## src/rtl/pipe_pkg.sv

```systemverilog
// Shared pipeline types: forward select encoding and hazard FSM states.
package pipe_pkg;

  typedef enum logic [1:0] {
    FWD_RF  = 2'b00,
    FWD_WB  = 2'b01,
    FWD_MEM = 2'b10
  } fwd_sel_e;

  typedef enum logic {
    IDLE = 1'b0,
    BUSY = 1'b1
  } hz_state_e;

endpackage

```

## src/rtl/fwd_sel.sv

```systemverilog
// Single-operand EX bypass comparator; MEM beats WB, x0 is never forwarded.
module fwd_sel
  import pipe_pkg::*;
#(
  parameter int unsigned REG_AW = 5
) (
  input  logic [REG_AW-1:0] ex_rs,
  input  logic [REG_AW-1:0] mem_rd,
  input  logic              mem_we,
  input  logic [REG_AW-1:0] wb_rd,
  input  logic              wb_we,
  output fwd_sel_e          sel
);

  // Priority compare of the EX source against the younger MEM result first
  always_comb begin
    sel = FWD_RF;
    if (mem_we && (mem_rd != '0) && (mem_rd == ex_rs)) begin
      sel = FWD_MEM;
    end else if (wb_we && (wb_rd != '0) && (wb_rd == ex_rs)) begin
      sel = FWD_WB;
    end
  end

endmodule

```

## src/rtl/forward_hazard_unit.sv

```systemverilog
// Forwarding selects, load-use detect, multi-cycle stall FSM and stall counter.
module forward_hazard_unit
  import pipe_pkg::*;
#(
  parameter int unsigned REG_AW  = 5,
  parameter int unsigned NUM_SRC = 2,
  parameter int unsigned MC_LAT  = 3,
  parameter int unsigned CNT_W   = 16
) (
  input  logic                      clk_i,
  input  logic                      rst_i,
  input  logic [NUM_SRC*REG_AW-1:0] ID_RS_i,
  input  logic [NUM_SRC-1:0]        ID_RSUsed_i,
  input  logic [NUM_SRC*REG_AW-1:0] EX_RS_i,
  input  logic [REG_AW-1:0]         EX_RD_i,
  input  logic                      EX_MemRead_i,
  input  logic                      EX_MultiCycle_i,
  input  logic [REG_AW-1:0]         MEM_RD_i,
  input  logic                      MEM_RegWrite_i,
  input  logic [REG_AW-1:0]         WB_RD_i,
  input  logic                      WB_RegWrite_i,
  output logic [NUM_SRC*2-1:0]      Forward_o,
  output logic                      PCWrite_o,
  output logic                      IF_ID_Write_o,
  output logic                      ID_EX_Flush_o,
  output logic                      EX_Hold_o,
  output logic [CNT_W-1:0]          StallCnt_o
);

  localparam int unsigned CW = $clog2(MC_LAT);
  localparam logic [CW-1:0] CNT_LOAD = CW'(MC_LAT - 2);

  hz_state_e              state;
  logic [CW-1:0]          cnt;
  logic [NUM_SRC*2-1:0]   fwd_raw;
  logic                   luse;
  logic                   hold;

  // One comparator per source operand
  for (genvar k = 0; k < NUM_SRC; k++) begin : g_fwd
    fwd_sel #(.REG_AW(REG_AW)) u_fwd_sel (
      .ex_rs  (EX_RS_i[k*REG_AW +: REG_AW]),
      .mem_rd (MEM_RD_i),
      .mem_we (MEM_RegWrite_i),
      .wb_rd  (WB_RD_i),
      .wb_we  (WB_RegWrite_i),
      .sel    (fwd_raw[k*2 +: 2])
    );
  end

  // Load in EX whose destination is read by the instruction in ID
  always_comb begin
    logic match;
    match = 1'b0;
    for (int k = 0; k < int'(NUM_SRC); k++) begin
      if (ID_RSUsed_i[k] && (ID_RS_i[k*REG_AW +: REG_AW] == EX_RD_i)) begin
        match = 1'b1;
      end
    end
    luse = EX_MemRead_i && (EX_RD_i != '0) && match;
  end

  // Hold covers the entry cycle plus all but the last BUSY cycle; reset kills it
  always_comb begin
    hold = 1'b0;
    if (rst_i) begin
      hold = ((state == IDLE) && EX_MultiCycle_i) || ((state == BUSY) && (cnt != '0));
    end
  end

  // Pipe control: multi-cycle hold outranks load-use
  always_comb begin
    Forward_o     = '0;
    PCWrite_o     = 1'b1;
    IF_ID_Write_o = 1'b1;
    ID_EX_Flush_o = 1'b0;
    EX_Hold_o     = 1'b0;
    if (rst_i) begin
      Forward_o = fwd_raw;
      if (hold) begin
        EX_Hold_o     = 1'b1;
        PCWrite_o     = 1'b0;
        IF_ID_Write_o = 1'b0;
      end else if (luse) begin
        PCWrite_o     = 1'b0;
        IF_ID_Write_o = 1'b0;
        ID_EX_Flush_o = 1'b1;
      end
    end
  end

  // Multi-cycle occupancy FSM with residual-cycle down-counter
  always_ff @(posedge clk_i or negedge rst_i) begin
    if (!rst_i) begin
      state <= IDLE;
      cnt   <= '0;
    end else begin
      unique case (state)
        IDLE: begin
          if (EX_MultiCycle_i) begin
            state <= BUSY;
            cnt   <= CNT_LOAD;
          end
        end
        BUSY: begin
          if (cnt != '0) begin
            cnt <= cnt - CW'(1);
          end else begin
            state <= IDLE;
          end
        end
        default: state <= IDLE;
      endcase
    end
  end

  // Saturating count of cycles with the PC frozen
  always_ff @(posedge clk_i or negedge rst_i) begin
    if (!rst_i) begin
      StallCnt_o <= '0;
    end else if (!PCWrite_o && (StallCnt_o != '1)) begin
      StallCnt_o <= StallCnt_o + CNT_W'(1);
    end
  end

endmodule

```

## config.mk

```make
export PLATFORM = sky130hd
export DESIGN_NAME = forward_hazard_unit
export DESIGN_NICKNAME = d
export VERILOG_FILES = /design/src/rtl/pipe_pkg.sv /design/src/rtl/fwd_sel.sv /design/src/rtl/forward_hazard_unit.sv
export SDC_FILE = /design/constraint.sdc
export NUM_CORES = 1
export LEC_CHECK = 0
export CORE_AREA = 2 2 61 63
export CTS_CLUSTER_SIZE = 10
export DETAILED_ROUTE_END_ITERATION = 8
export DIE_AREA = 0 0 63 65
export MAX_ROUTING_LAYER = met4
export PLACE_DENSITY_LB_ADDON = 0.2
export SYNTH_ARGS = -nofsm -noshare
export SYNTH_HDL_FRONTEND = slang
export SYNTH_SLANG_ARGS = --single-unit
```

## constraint.sdc

```tcl
create_clock -name clk_i -period 5.75 [get_ports clk_i]
set_input_delay 1.725 -clock clk_i [delete_from_list [all_inputs] [get_ports clk_i]]
set_output_delay 1.725 -clock clk_i [all_outputs]
set_load 0.03 [all_outputs]
```

==> metrics.cfg, run 1 <==
[clocking]
hold_buffers = 0
cts_buffers = 3
cts_root_buf = clkbuf_4
htreeDepth = 1
cts_resized = 0
clk_latency_ns = 0.30
cts_tree = built
cts_buffer_depth = 2
post_cts_buffers = 0
path_clk_slew_ns = 0.10
clock_sinks = 19

[grt]
antenna_found_initial = 0
grt_pass1_wl_um = 6189
grt-ovfl-total = 0
grt_pass1_vias = 1357
gr-usage-all-layers = 0.1957
grt_max_degree = 16

[logic_synthesis]
synthCells = 139
synth_ff_type = dfrtp_1
synth_seq_area_share = 0.3538
synth-seq-cells = 19
synth_most_common_cell = xor2_1
synthesis.nets = 184
ys_types = 32
async_flop_share = 1.000
post-synth-top-area-cell = dfrtp_1
synthesis.area_sq_um = 1344
synth_area_leaders = dfrtp_1 (35%), xor2_1 (16%), xnor2_1 (10%), nand2_1 (2.8%), nand4_1 (2.8%)
synth_edf_count = 0
yosysTopAreaCellShare = 0.3538
postSynthAreaPerCell_sq_um = 9.668
ys_top_cells_by_count = xor2_1 (25), dfrtp_1 (19), xnor2_1 (16), nand2_1 (10), nor3_1 (7)
yosysWarningCount = 0

[sta]
finalHoldViolCount = 0
post-route-period-util = 0.9636
period_needed_ns = 5.541
drv_slew = 0
maxSlewHeadroom = 0.7130
worst_slack_ns = 0.2094
setup_viol_count_final = 0
setup_tns_ns = 0
worst_pin_slew_ns = 0.4282
fin_skew_ns = 0.003449
max_freq_mhz = 180.5
rsz0062_at_grt = false

[placement]
dp_cells = 254
gp_congestion = 0.9222
dpl.hpwl_um = 3098
portBuffers = 66
pre_cts_ws_ns = 0.2154

[min_path]
hold-path-endpoint = StallCnt_o[8]$_DFFE_PN0P_
hp-class = register to register
hold_depth = 1
hp-start = StallCnt_o[8]$_DFFE_PN0P_

[route]
ant_nets = 0
vias = 1306
wl_um = 3655
dr.pass1.iters = 4
post_drt_wl_per_cell_um = 14.17
drt_iter0_markers = 22
viasPerCell = 5.062
drc = 0

[finish]
stdcell_count = 258
multiInputGateArea_sq_um = 825.8
regArea_sq_um = 475.5
drive_above_1_share = 0.08571
diodes = 0
fillers = 326
syn_to_final_growth_pct = 55.40
layout.nets = 256

[power]
p_per_area_nw_per_um2 = 283.3
p_leak_nw = 0.8452
peakVddDrop_mv = 0.2252

[setup_path]
crit_type = input port to output pin
reg2regPathDepth = 8
reg2reg_slack_ns = 3.53
crit_path_start_kind = input port
end_kind = output pin
required_ns = 4.03
cp.arrival_ns = 3.82
reg2reg_to = StallCnt_o[14]$_DFFE_PN0P_
worstPathMaxFanout = 3
r2r-start = cnt[0]$_DFFE_PN0P_

[floorplan]
num_rows = 22
core_sq_um = 3496
io_pins = 67
die_h_um = 65
dieWidth_um = 63
die-area_sq_um = 4095
start_util = 0.3844

[run]
drv_cap = 0

[outcome]
status = finished clean

-- sequential cells by signal, indices dropped and copies added, names as in the netlist --
signal,flops
cnt,2
state,1
StallCnt_o,16
-- worst max-delay path by stage --
stage	startpoint	to	slack [ns]	cells after the start
3_5_place_dp	MEM_RD_i[0]	Forward_o[3]	0.22	6
6_report	MEM_RD_i[0]	Forward_o[1]	0.21	6
5_1_grt	MEM_RD_i[0]	Forward_o[3]	0.07	6
3_3_place_gp	MEM_RD_i[0]	Forward_o[3]	0.27	6
2_1_floorplan	MEM_RD_i[0]	Forward_o[0]	0.50	4
4_1_cts	MEM_RD_i[0]	Forward_o[3]	0.21	6
-- cell usage in the layout, fill, tap and decap left out, types with 2 or more instances in the layout --
cell type | synthesis | layout
clkdlybuf4s50_1 | 0 | 61
xor2_1 | 25 | 25
dfrtp_1 | 19 | 19
xnor2_1 | 16 | 16
nand2_1 | 10 | 10
buf_4 | 2 | 9
nor3_1 | 7 | 7
inv_1 | 6 | 6
nand4_1 | 6 | 6
nand3_1 | 5 | 5
nor4_1 | 5 | 5
nor2_1 | 5 | 5
or4_1 | 4 | 4
and2_1 | 3 | 3
mux2_1 | 3 | 3
clkbuf_4 | 0 | 3
or3_1 | 2 | 2
and4_1 | 2 | 2
nor4b_2 | 2 | 2
a31oi_1 | 2 | 2
ha_1 | 2 | 2
-- layout make-up --
type,instances,area share
timing repair buffer,70,0.3247
clock buffer,4,0.01258
multi-input combinational,111,0.3954
tap,48,0.02876
inverter,6,0.01078
sequential,19,0.2277
-- worst max-delay path, stage by stage --
cell             delay, ns
clkdlybuf4s50_1       0.47
or4_1                 0.53
o21ai_0               0.22
nor4_1                0.11
and2_1                0.17
clkdlybuf4s50_1       0.58
-- per-layer routing --
metal,track usage,part of all wire,vias to the layer above
met4,0.06667,0.018,0
met1,0.2298,0.43,615
met2,0.3418,0.50,49
met5,-,0,-
met3,0.03125,0.055,7
li1,-,-,635
-- per-stage QoR --
stage	hold slack, ns	total power, W	utilization	instance area (sq um)
2_1_floorplan	0.4491	0.0003920	-	1344
3_3_place_gp	0.4643	0.0005175	0.5898	2062
3_5_place_dp	0.4753	0.0005285	0.5898	2062
4_1_cts	0.4980	0.0005985	0.5974	2088
5_1_grt	0.5295	0.0006351	0.5974	2088
6_report	0.4974	0.0005916	0.5974	2088
-- power by group --
group | internal (W) | switching, W
clock | 0.0000271 | 0.0000410
combinational | 0.000143 | 0.000168
sequential | 0.000171 | 0.0000415
-- cells by family after synthesis --
kind of cell	Yosys count	share of synthesized area
adder cells (fa/ha/maj)	2	0.01862
flip-flops	19	0.3538
XOR/XNOR	41	0.2672
buffers and inverters	9	0.03165
multiplexers	3	0.02514
AO/OA/AOI/OAI	11	0.06704
AND/OR/NAND/NOR	54	0.2365
No activity file was read; power rests on OpenSTA's default activity.
==> run 2, diff against run 1 <==
--- a/config.mk
+++ b/config.mk
@@ -10,7 +10,7 @@
 export DETAILED_ROUTE_END_ITERATION = 8
 export DIE_AREA = 0 0 63 65
 export MAX_ROUTING_LAYER = met4
-export PLACE_DENSITY_LB_ADDON = 0.2
+export PLACE_DENSITY = 0.86
 export SYNTH_ARGS = -nofsm -noshare
 export SYNTH_HDL_FRONTEND = slang
 export SYNTH_SLANG_ARGS = --single-unit
==> run 2 against run 1 <==
Net effect:
- design area down 0.18%
- power up 0.36%
- combinational power about the same
- clock skew up 0.0018 ns
- cell count down 0.39%
- worst setup slack worse by 0.0029 ns
- sequential power about the same
- register-to-register slack better by 0.13 ns
- fmax about the same
- flip-flop and latch count unchanged
- core utilization down 0.11 points
- largest power group unchanged
==> metrics.cfg, run 2 (synthesis gave the netlist of run 1 again) <==
[setup_path]
cp_num_cells = 6  ; unchanged
cp.arrival_ns = 3.82  ; about the same
crit_top_cell = clkdlybuf4s50_1
end_kind = output pin
crit_path_start_kind = input port
crit_family = buffers and inverters
reg2reg_slack_ns = 3.66  ; +0.13 ns
slowest_delay_ns = 0.59  ; about the same
required_ns = 4.03  ; about the same
reg2regPathDepth = 9  ; +1
path_cells = clkdlybuf4s50_1 > or4_1 > o21ai_0 > nor4_1 > and2_1 > clkdlybuf4s50_1
crit_type = input port to output pin
slowest_stage = clkdlybuf4s50_1
cp_num_buf_inv = 2  ; unchanged
worstPathMaxFanout = 3  ; unchanged

[clocking]
hold_buffers = 0  ; unchanged
cts_buffers = 3  ; unchanged
clock_sinks = 19  ; unchanged
cts_root_buf = clkbuf_4
post_cts_buffers = 0  ; unchanged
htreeDepth = 1  ; unchanged
clk_latency_ns = 0.30  ; about the same
cts_buffer_depth = 2  ; unchanged
path_clk_slew_ns = 0.11  ; about the same
cts_resized = 0  ; unchanged
cts_tree = built

[floorplan]
die_h_um = 65  ; unchanged
io_pins = 67  ; unchanged
num_rows = 22  ; unchanged
dieWidth_um = 63  ; unchanged
start_util = 0.3844  ; unchanged
die-area_sq_um = 4095  ; unchanged
core_sq_um = 3496  ; unchanged

[run]
drv_cap = 0  ; unchanged

[grt]
gr-usage-all-layers = 0.1949  ; -0.0008422
grt-ovfl-total = 0  ; unchanged
antenna_found_initial = 0  ; unchanged
globalRouteMet3Util = 0.04514  ; +0.01389
grt_max_degree = 17  ; +1
grt.met1_usage = 0.2252  ; -0.004603
gr-usage-met2 = 0.3324  ; -0.009309
grt_pass1_vias = 1390  ; +2.4%
grt_pass1_wl_um = 6251  ; +1.0%
grt_busiest_layer = met2

[finish]
final_common_cell = clkdlybuf4s50_1
design_area_sq_um = 2085  ; -0.18%
layout_common_cells = clkdlybuf4s50_1 (62), xor2_1 (25), dfrtp_1 (19)
diodes = 0  ; unchanged
regArea_sq_um = 475.5  ; unchanged
stdcell_count = 257  ; -0.39%
regMostFlops = StallCnt_o
drive_above_1_share = 0.08134  ; -0.004375
reg_top3 = StallCnt_o x16, cnt x2, state x1
fillers = 327  ; +0.31%
largest_reg_flops = 16  ; unchanged
multiInputGateArea_sq_um = 825.8  ; unchanged
layout.nets = 255  ; -0.39%
syn_to_final_growth_pct = 55.12

[route]
post_drt_wl_per_cell_um = 14.06  ; -0.74%
dr.pass1.iters = 4  ; unchanged
wl_um = 3614  ; -1.1%
drt_iter0_markers = 29  ; +32%
ant_nets = 0  ; unchanged
vias = 1316  ; +0.77%
drc = 0  ; unchanged
viasPerCell = 5.121  ; +1.2%

[sta]
maxSlewHeadroom = 0.7224  ; +0.009447
post-route-period-util = 0.9641  ; about the same
fin_skew_ns = 0.005282  ; +0.001833 ns
setup_tns_ns = 0  ; unchanged
rsz0062_at_grt = false
holdWs_ns = 0.4982  ; +0.0008630 ns
worst_pin_slew_ns = 0.4141  ; -0.01409 ns
period_needed_ns = 5.544  ; +0.002949 ns
max_freq_mhz = 180.4  ; about the same
finalHoldViolCount = 0  ; unchanged
setup_viol_count_final = 0  ; unchanged
drv_slew = 0  ; unchanged

[power]
p_per_area_nw_per_um2 = 284.8  ; +0.54%
power.total_w = 0.0005937  ; +0.36%
p_leak_nw = 0.8408  ; -0.52%
peakVddDrop_mv = 0.2541  ; +13%

[placement]
gp_congestion = 0.9680  ; +5.0%
portBuffers = 66  ; unchanged
dp_cells = 253  ; -0.39%
post_dp_cell_area_sq_um = 2057  ; -0.24%
dpl.hpwl_um = 3020  ; -2.5%

[min_path]
hp-class = register to register
hold_depth = 1  ; unchanged

[outcome]
status = finished clean

[run 2: layout make-up]
type / count / area share
Sequential cell: 19 / 0.2281
Clock buffer: 3 / 0.01080
Inverter: 6 / 0.01080
Clock inverter: 1 / 0.002401
Timing Repair Buffer: 69 / 0.3229
Tap cell: 48 / 0.02881
Multi-Input combinational cell: 111 / 0.3962
[run 2: through the flow]
step	worst slack, ns	utilization
3_5_place_dp	0.1981	0.5884
3_3_place_gp	0.2613	0.5884
2_1_floorplan	0.5045	-
5_1_grt	0.1184	0.5963
4_1_cts	0.1993	0.5963
6_report	0.2065	0.5963
[run 2: layer usage]
metal,wire [um],vias to the layer above
met5,0,-
met4,75,0
met3,247,8
met2,1834,48
met1,1456,629
li1,-,631
[run 2: worst reg2reg max path, cell delays in order, from the launching register on]
cell and delay [ns]:
dfrtp_1 0.39, inv_1 0.06, ha_1 0.22, a21oi_1 0.14, buf_4 0.14, and2_1 0.19
a21oi_4 0.09, buf_4 0.20, nor2_2 0.22, mux2_1 0.34
[run 2: worst paths after layout]
kind,startpoint,to
max in group asynchronous,rst_i,StallCnt_o[11]$_DFFE_PN0P_
hold / removal,StallCnt_o[8]$_DFFE_PN0P_,StallCnt_o[8]$_DFFE_PN0P_
setup reg to reg,cnt[0]$_DFFE_PN0P_,StallCnt_o[1]$_DFFE_PN0P_
setup / recovery,MEM_RD_i[0],Forward_o[3]
hold reg to reg,StallCnt_o[8]$_DFFE_PN0P_,StallCnt_o[8]$_DFFE_PN0P_
min in group asynchronous,rst_i,cnt[0]$_DFFE_PN0P_
[run 2: power by group]
| group | switching (W) | internal, W |
|---|---|---|
| Clock | 0.0000434 | 0.0000260 |
| Sequential | 0.0000411 | 0.000171 |
| Combinational | 0.000166 | 0.000146 |
